**src/rtl/wb_uart_rx.sv**
```systemverilog
// rtl/wb_uart_rx.sv - UART 8N1 receiver with FIFO behind a classic wishbone slave.
// Define WB_UART_RX_PARITY_EN to receive 8E1 frames with a sticky parity_err flag.
module wb_uart_rx #(
    parameter int CLKS_PER_BIT = 434,
    parameter int FIFO_DEPTH   = 4
) (
    input  logic       clk,
    input  logic       reset,
    input  logic       i_wb_cyc,
    input  logic       i_wb_stb,
    input  logic       i_wb_we,
    input  logic [1:0] i_wb_addr,
    input  logic [7:0] i_wb_data,
    output logic       o_wb_ack,
    output logic       o_wb_stall,
    output logic [7:0] o_wb_data,
    input  logic       i_uart_rx
);
    localparam int CW = $clog2(CLKS_PER_BIT);
    localparam int PW = $clog2(FIFO_DEPTH);
    localparam logic [CW-1:0] CNT_HALF  = CW'(CLKS_PER_BIT / 2 - 1);
    localparam logic [CW-1:0] CNT_FULL  = CW'(CLKS_PER_BIT - 1);
    localparam logic [PW:0]   FIFO_FULL = (PW + 1)'(FIFO_DEPTH);

`ifdef WB_UART_RX_PARITY_EN
    typedef enum logic [2:0] {S_IDLE, S_START, S_DATA, S_PARITY, S_STOP} state_t;
`else
    typedef enum logic [1:0] {S_IDLE, S_START, S_DATA, S_STOP} state_t;
`endif

    logic          rx_meta_q, rx_s_q, rx_s_d_q;
    state_t        state_q;
    logic [CW-1:0] cnt_q;
    logic [2:0]    idx_q;
    logic [7:0]    shift_q;
    logic          push_q;
    logic          ferr_set_q;
    logic          frame_err_q;
    logic          overrun_q;
`ifdef WB_UART_RX_PARITY_EN
    logic          par_bad_q;
    logic          perr_set_q;
    logic          parity_err_q;
`endif

    logic [7:0]    mem_q [FIFO_DEPTH];
    logic [PW-1:0] wr_ptr_q, rd_ptr_q;
    logic [PW:0]   count_q;
    logic          ack_q;
    logic [7:0]    data_q;

    logic          accept, rd_req, wr_req, empty, full, pop, wr_en, ovr_set;
    logic [7:0]    clr, status, rd_val;
    logic          unused_wdata;

    assign o_wb_stall   = 1'b0;
    assign o_wb_ack     = ack_q;
    assign o_wb_data    = data_q;
    assign unused_wdata = ^{i_wb_data[7:3], i_wb_data[0]};

    always_ff @(posedge clk or negedge reset) begin
        if (!reset) begin
            rx_meta_q <= 1'b1;
            rx_s_q    <= 1'b1;
            rx_s_d_q  <= 1'b1;
        end else begin
            rx_meta_q <= i_uart_rx;
            rx_s_q    <= rx_meta_q;
            rx_s_d_q  <= rx_s_q;
        end
    end

    // Receive FSM; push_q/ferr_set_q are one-cycle pulses consumed by the FIFO/flag logic.
    always_ff @(posedge clk or negedge reset) begin
        if (!reset) begin
            state_q    <= S_IDLE;
            cnt_q      <= '0;
            idx_q      <= '0;
            shift_q    <= '0;
            push_q     <= 1'b0;
            ferr_set_q <= 1'b0;
`ifdef WB_UART_RX_PARITY_EN
            par_bad_q  <= 1'b0;
            perr_set_q <= 1'b0;
`endif
        end else begin
            push_q     <= 1'b0;
            ferr_set_q <= 1'b0;
`ifdef WB_UART_RX_PARITY_EN
            perr_set_q <= 1'b0;
`endif
            case (state_q)
                S_IDLE: begin
                    if (rx_s_d_q && !rx_s_q) begin
                        cnt_q   <= CNT_HALF;
                        state_q <= S_START;
                    end
                end
                S_START: begin
                    if (cnt_q != '0) begin
                        cnt_q <= cnt_q - 1'b1;
                    end else if (!rx_s_q) begin
                        cnt_q   <= CNT_FULL;
                        idx_q   <= '0;
                        state_q <= S_DATA;
                    end else begin
                        state_q <= S_IDLE;
                    end
                end
                S_DATA: begin
                    if (cnt_q != '0) begin
                        cnt_q <= cnt_q - 1'b1;
                    end else begin
                        shift_q[idx_q] <= rx_s_q;
                        cnt_q          <= CNT_FULL;
                        if (idx_q == 3'd7) begin
`ifdef WB_UART_RX_PARITY_EN
                            state_q <= S_PARITY;
`else
                            state_q <= S_STOP;
`endif
                        end else begin
                            idx_q <= idx_q + 1'b1;
                        end
                    end
                end
`ifdef WB_UART_RX_PARITY_EN
                S_PARITY: begin
                    if (cnt_q != '0) begin
                        cnt_q <= cnt_q - 1'b1;
                    end else begin
                        par_bad_q  <= rx_s_q != ^shift_q;
                        perr_set_q <= rx_s_q != ^shift_q;
                        cnt_q      <= CNT_FULL;
                        state_q    <= S_STOP;
                    end
                end
`endif
                S_STOP: begin
                    if (cnt_q != '0) begin
                        cnt_q <= cnt_q - 1'b1;
                    end else begin
                        if (rx_s_q) begin
`ifdef WB_UART_RX_PARITY_EN
                            push_q <= ~par_bad_q;
`else
                            push_q <= 1'b1;
`endif
                        end else begin
                            ferr_set_q <= 1'b1;
                        end
                        state_q <= S_IDLE;
                    end
                end
                default: state_q <= S_IDLE;
            endcase
        end
    end

    assign accept  = i_wb_cyc & i_wb_stb;
    assign rd_req  = accept & ~i_wb_we;
    assign wr_req  = accept & i_wb_we;
    assign empty   = (count_q == '0);
    assign full    = (count_q == FIFO_FULL);
    assign pop     = rd_req && (i_wb_addr == 2'd0) && !empty;
    assign wr_en   = push_q && (!full || pop);
    assign ovr_set = push_q && full && !pop;
    assign clr     = (wr_req && i_wb_addr == 2'd1) ? i_wb_data : 8'h00;

`ifdef WB_UART_RX_PARITY_EN
    assign status = {4'b0, parity_err_q, frame_err_q, overrun_q, ~empty};
`else
    assign status = {5'b0, frame_err_q, overrun_q, ~empty};
`endif

    always_comb begin
        rd_val = 8'h00;
        case (i_wb_addr)
            2'd0:    rd_val = empty ? 8'h00 : mem_q[rd_ptr_q];
            2'd1:    rd_val = status;
            default: rd_val = 8'h00;
        endcase
    end

    // shift_q is stable in IDLE, so it still holds the finished byte when push_q fires.
    always_ff @(posedge clk) begin
        if (wr_en) begin
            mem_q[wr_ptr_q] <= shift_q;
        end
    end

    always_ff @(posedge clk or negedge reset) begin
        if (!reset) begin
            ack_q        <= 1'b0;
            data_q       <= 8'h00;
            wr_ptr_q     <= '0;
            rd_ptr_q     <= '0;
            count_q      <= '0;
            overrun_q    <= 1'b0;
            frame_err_q  <= 1'b0;
`ifdef WB_UART_RX_PARITY_EN
            parity_err_q <= 1'b0;
`endif
        end else begin
            ack_q <= accept;
            if (rd_req) begin
                data_q <= rd_val;
            end
            if (wr_en) begin
                wr_ptr_q <= wr_ptr_q + 1'b1;
            end
            if (pop) begin
                rd_ptr_q <= rd_ptr_q + 1'b1;
            end
            case ({wr_en, pop})
                2'b10:   count_q <= count_q + 1'b1;
                2'b01:   count_q <= count_q - 1'b1;
                default: count_q <= count_q;
            endcase
            overrun_q    <= ovr_set | (overrun_q & ~clr[1]);
            frame_err_q  <= ferr_set_q | (frame_err_q & ~clr[2]);
`ifdef WB_UART_RX_PARITY_EN
            parity_err_q <= perr_set_q | (parity_err_q & ~clr[3]);
`endif
        end
    end
endmodule

```
**config.mk**
```make
export PLATFORM = sky130hd
export DESIGN_NAME = wb_uart_rx
export DESIGN_NICKNAME = d
export VERILOG_FILES = /design/src/rtl/wb_uart_rx.sv
export SDC_FILE = /design/constraint.sdc
export NUM_CORES = 1
export LEC_CHECK = 0
export ABC_AREA = 0
export BUFFER_PORTS_ARGS = -buffer_cell sky130_fd_sc_hd__buf_2
export CORE_MARGIN = 3
export CORE_UTILIZATION = 45
export DETAILED_ROUTE_END_ITERATION = 6
export PLACE_DENSITY = 0.73
export SETUP_SLACK_MARGIN = 0.05
export SKIP_LAST_GASP = 1
export SLEW_MARGIN = 40
export SYNTH_ARGS = -nofsm -noshare
export SYNTH_HDL_FRONTEND = slang
export SYNTH_SLANG_ARGS = --single-unit
```
**constraint.sdc**
```tcl
create_clock -name clk -period 3.2 [get_ports clk]
set_input_delay 0.16 -clock clk [delete_from_list [all_inputs] [get_ports clk]]
set_output_delay 0.16 -clock clk [all_outputs]
set_load 0.02 [all_outputs]
```
==> results.md <==
- Status: finished, final reports clean
- # IOs: 26
- GRT overflow: 0
- # setup viols final: 0
- First-pass GRT wire length: 10110 um
- Worst vdd ir: 0.2626 mV
- Cell Pwr Density: 706.3 nW/um^2
- DRC: 0
- Die area: 8907 sq um
- IO buf count: 18
- Max Cap Viol: 0
- Post-synth EDFFs: 32
- Sequential-to-total area share from yosys stat: 59.49%
- Worst setup EP type: flip-flop
- M3 GR Usage: 3.665%
- Final instance area: 3870 sq um
- Final TNS setup: 0 ps
- # H-tree levels: 3
- Critical path type: flip-flop to flip-flop
- Relative slew slack: 51.14%
- Worst-path fanout max: 9
- Met1 usage: 18.81%
- Worst EP arrival: 2440 ps
- CTS tree: done
- YS warnings: 0
- Met2 global-route usage: 24.00%
- Root buffer cell: clkbuf_8
- Dpl hpwl: 3882 um
- Mapped Avg Cell Area: 13.36 sq um
- Min-Delay Path Class: input port to flip-flop
- Final Critical Period: 2215 ps
- CORE AREA: 7408 sq um
- RD Place Congestion: 0.7364
- Final Slew Violations: 0
- Vias: 2092
- Worst Setup Start Kind: flip-flop
- Final nets: 315
- Total routed wirelength: 5798 um
- Area grow syn2layout: 10.11%
- Mapped Cells: 263
- R2r worst-path depth: 5
- Ant. Diodes: 0
- Drt pass-1 iters: 4
- Post-DR vias/cell: 5.378
- Post-synth top area share: 29.90%
- Most frequent cells in the layout: dfrtp_1 (42), edfxtp_1 (32), nand2_1 (19), nor2_1 (18), buf_2 (17)
- F_max: 0.4514 GHz
- Post-synth top flop: dfrtp_1
- Initial antenna violation count: 0
- Reg clk slew, reported paths: 80 ps
- Total GRT Usage: 14.99%
- Die Ht: 94.38 um
- Count of unique library cells instantiated by Yosys: 54
- RSZ-0062 raised after global routing: false
- Final worst path period share: 69.22%
- FF+latch count, synth: 77
- Critical path required time: 3430 ps
- DR iter-0 viols: 135
- Clock buffer depth: 2
- Largest net degree at the start of global routing: 46
- Leak pwr: 1.590 nW
- Placed cell areas: 3684 sq um
- Final ANT Viol Nets: 0
- CTS Buf Count: 9
- Cell accounting for the most synthesized area: dfrtp_1
- Endpoints failing hold: 0
- Clock skew: 9.636 ps
- Clk_lat worst skew: 350 ps
- Net count after synthesis: 293
- Layout cells sized above 1: 21.03%
- Hold Path Depth: 2
- Die width: 94.38 um
- Ranking of synthesized cells by area: dfrtp_1 (30%), edfxtp_1 (27%), mux4_2 (5.1%)
- Synth async-reset ratio: 58.44%
- TritonCTS Sinks: 77
- Starting Density: 47.44%
- Mapped Area: 3515 sq um
- GRT Max-Usage Layer: met2
- Average wire per standard cell: 14.90 um
- # rows: 31
- Commonest non-fill, non-tap cell in the layout: dfrtp_1
- Worst-margin pin slew: 726.2 ps
- R2r setup slk: 980 ps
- Vias in the first global route: 2054
## per-layer routing
| layer | up-vias | wire (um) |
|---|---|---|
| li1 | 1019 | - |
| met1 | 1024 | 2787 |
| met2 | 43 | 2704 |
| met3 | 6 | 240 |
| met4 | 0 | 66 |
| met5 | - | 0 |
## worst paths after layout
path	start	end
min	i_wb_addr[1]	o_wb_data[0]
max in group asynchronous	reset	state_q[0]
min in group asynchronous	reset	count_q[0]
min reg2reg	rx_meta_q	rx_s_q
max reg2reg	cnt_q[4]	shift_q[0]
max	cnt_q[4]	shift_q[0]
## synth_stat cells, types with 2 or more instances
cell type   n
mux2i_1     2
nor2_1     18
a221o_1     2
o22a_1      2
nand2_1    19
inv_1      12
xnor2_1     4
o21ai_0     8
clkbuf_1    4
a311oi_1    2
o22ai_1     2
buf_2       2
a22o_1     11
o41ai_1     2
buf_4       2
nand4_1     2
dfrtp_1    42
edfxtp_1   32
and2_1      6
mux2_2      9
nor4_1      2
a21oi_1     8
mux4_2      8
o211ai_1    2
dfstp_2     3
nor3_1      7
a21o_1      4
or3b_2      2
ha_1       13
nand3b_1    2
nand2b_1    6
## state kept, by name, summed over array words and instances (netlist names), named ones only
name and flops:
ferr_set_q 1, cnt_q 9, frame_err_q 1, rx_s_q 1, rx_s_d_q 1, o_wb_data 8
count_q 3, shift_q 8, state_q 1, rx_meta_q 1, wr_ptr_q 2, mem_q 32
push_q 1, rd_ptr_q 2, idx_q 3, overrun_q 1, o_wb_ack 1
## timing repair
action	CTS	global route
endpoints found under the hold margin	43	0
hold buffers	2	0
setup buffers	0	0
gates resized for setup	0	0
## stage by stage
| step | instances | hold slack [ps] | setup WS [ps] | total power [mW] | util (%) |
|---|---|---|---|---|---|
| 2_1_floorplan | 263 | -135.6 | 1290 | 1.961 | - |
| 3_3_place_gp | 371 | 266.2 | 1025 | 2.103 | 49.69 |
| 3_5_place_dp | 371 | 203.9 | 958.4 | 2.129 | 49.72 |
| 4_1_cts | 389 | 48.84 | 983.7 | 2.762 | 52.24 |
| 5_1_grt | 389 | 59.64 | 793.3 | 2.947 | 52.24 |
| 6_report | 389 | 68.37 | 984.8 | 2.733 | 52.24 |
## worst max-delay path, cell delays in order, from the launching register on
cell and delay, ps:
dfrtp_1 470, nor4_4 410, and4b_1 450, nand3b_1 200, nor3_1 210, mux2_2 350
## where the power goes
part	switching [mW]	internal [mW]	total, mW
clock network	0.356	0.276	0.632
registers	0.165	1.15	1.32
logic	0.433	0.352	0.785
## layout make-up
class	count	area [sq um]
sequential	77	2091
timing repair buffer	21	120.1
inverter	12	45.04
clock inverter	7	42.54
clock buffer	9	123.9
fill	626	3538
multi-input combinational	164	1324
tap	99	123.9
## cell families after synthesis
kind of cell             share of synthesized area (%)
buffers and inverters                            2.848
other                                           0.1067
flip-flops                                       59.49
multiplexers                                     8.580
AND/OR/NAND/NOR                                  11.53
adder cells (fa/ha/maj)                          5.198
AO/OA/AOI/OAI                                    11.00
XOR/XNOR                                         1.246
Power figures use the tool's default switching activity.
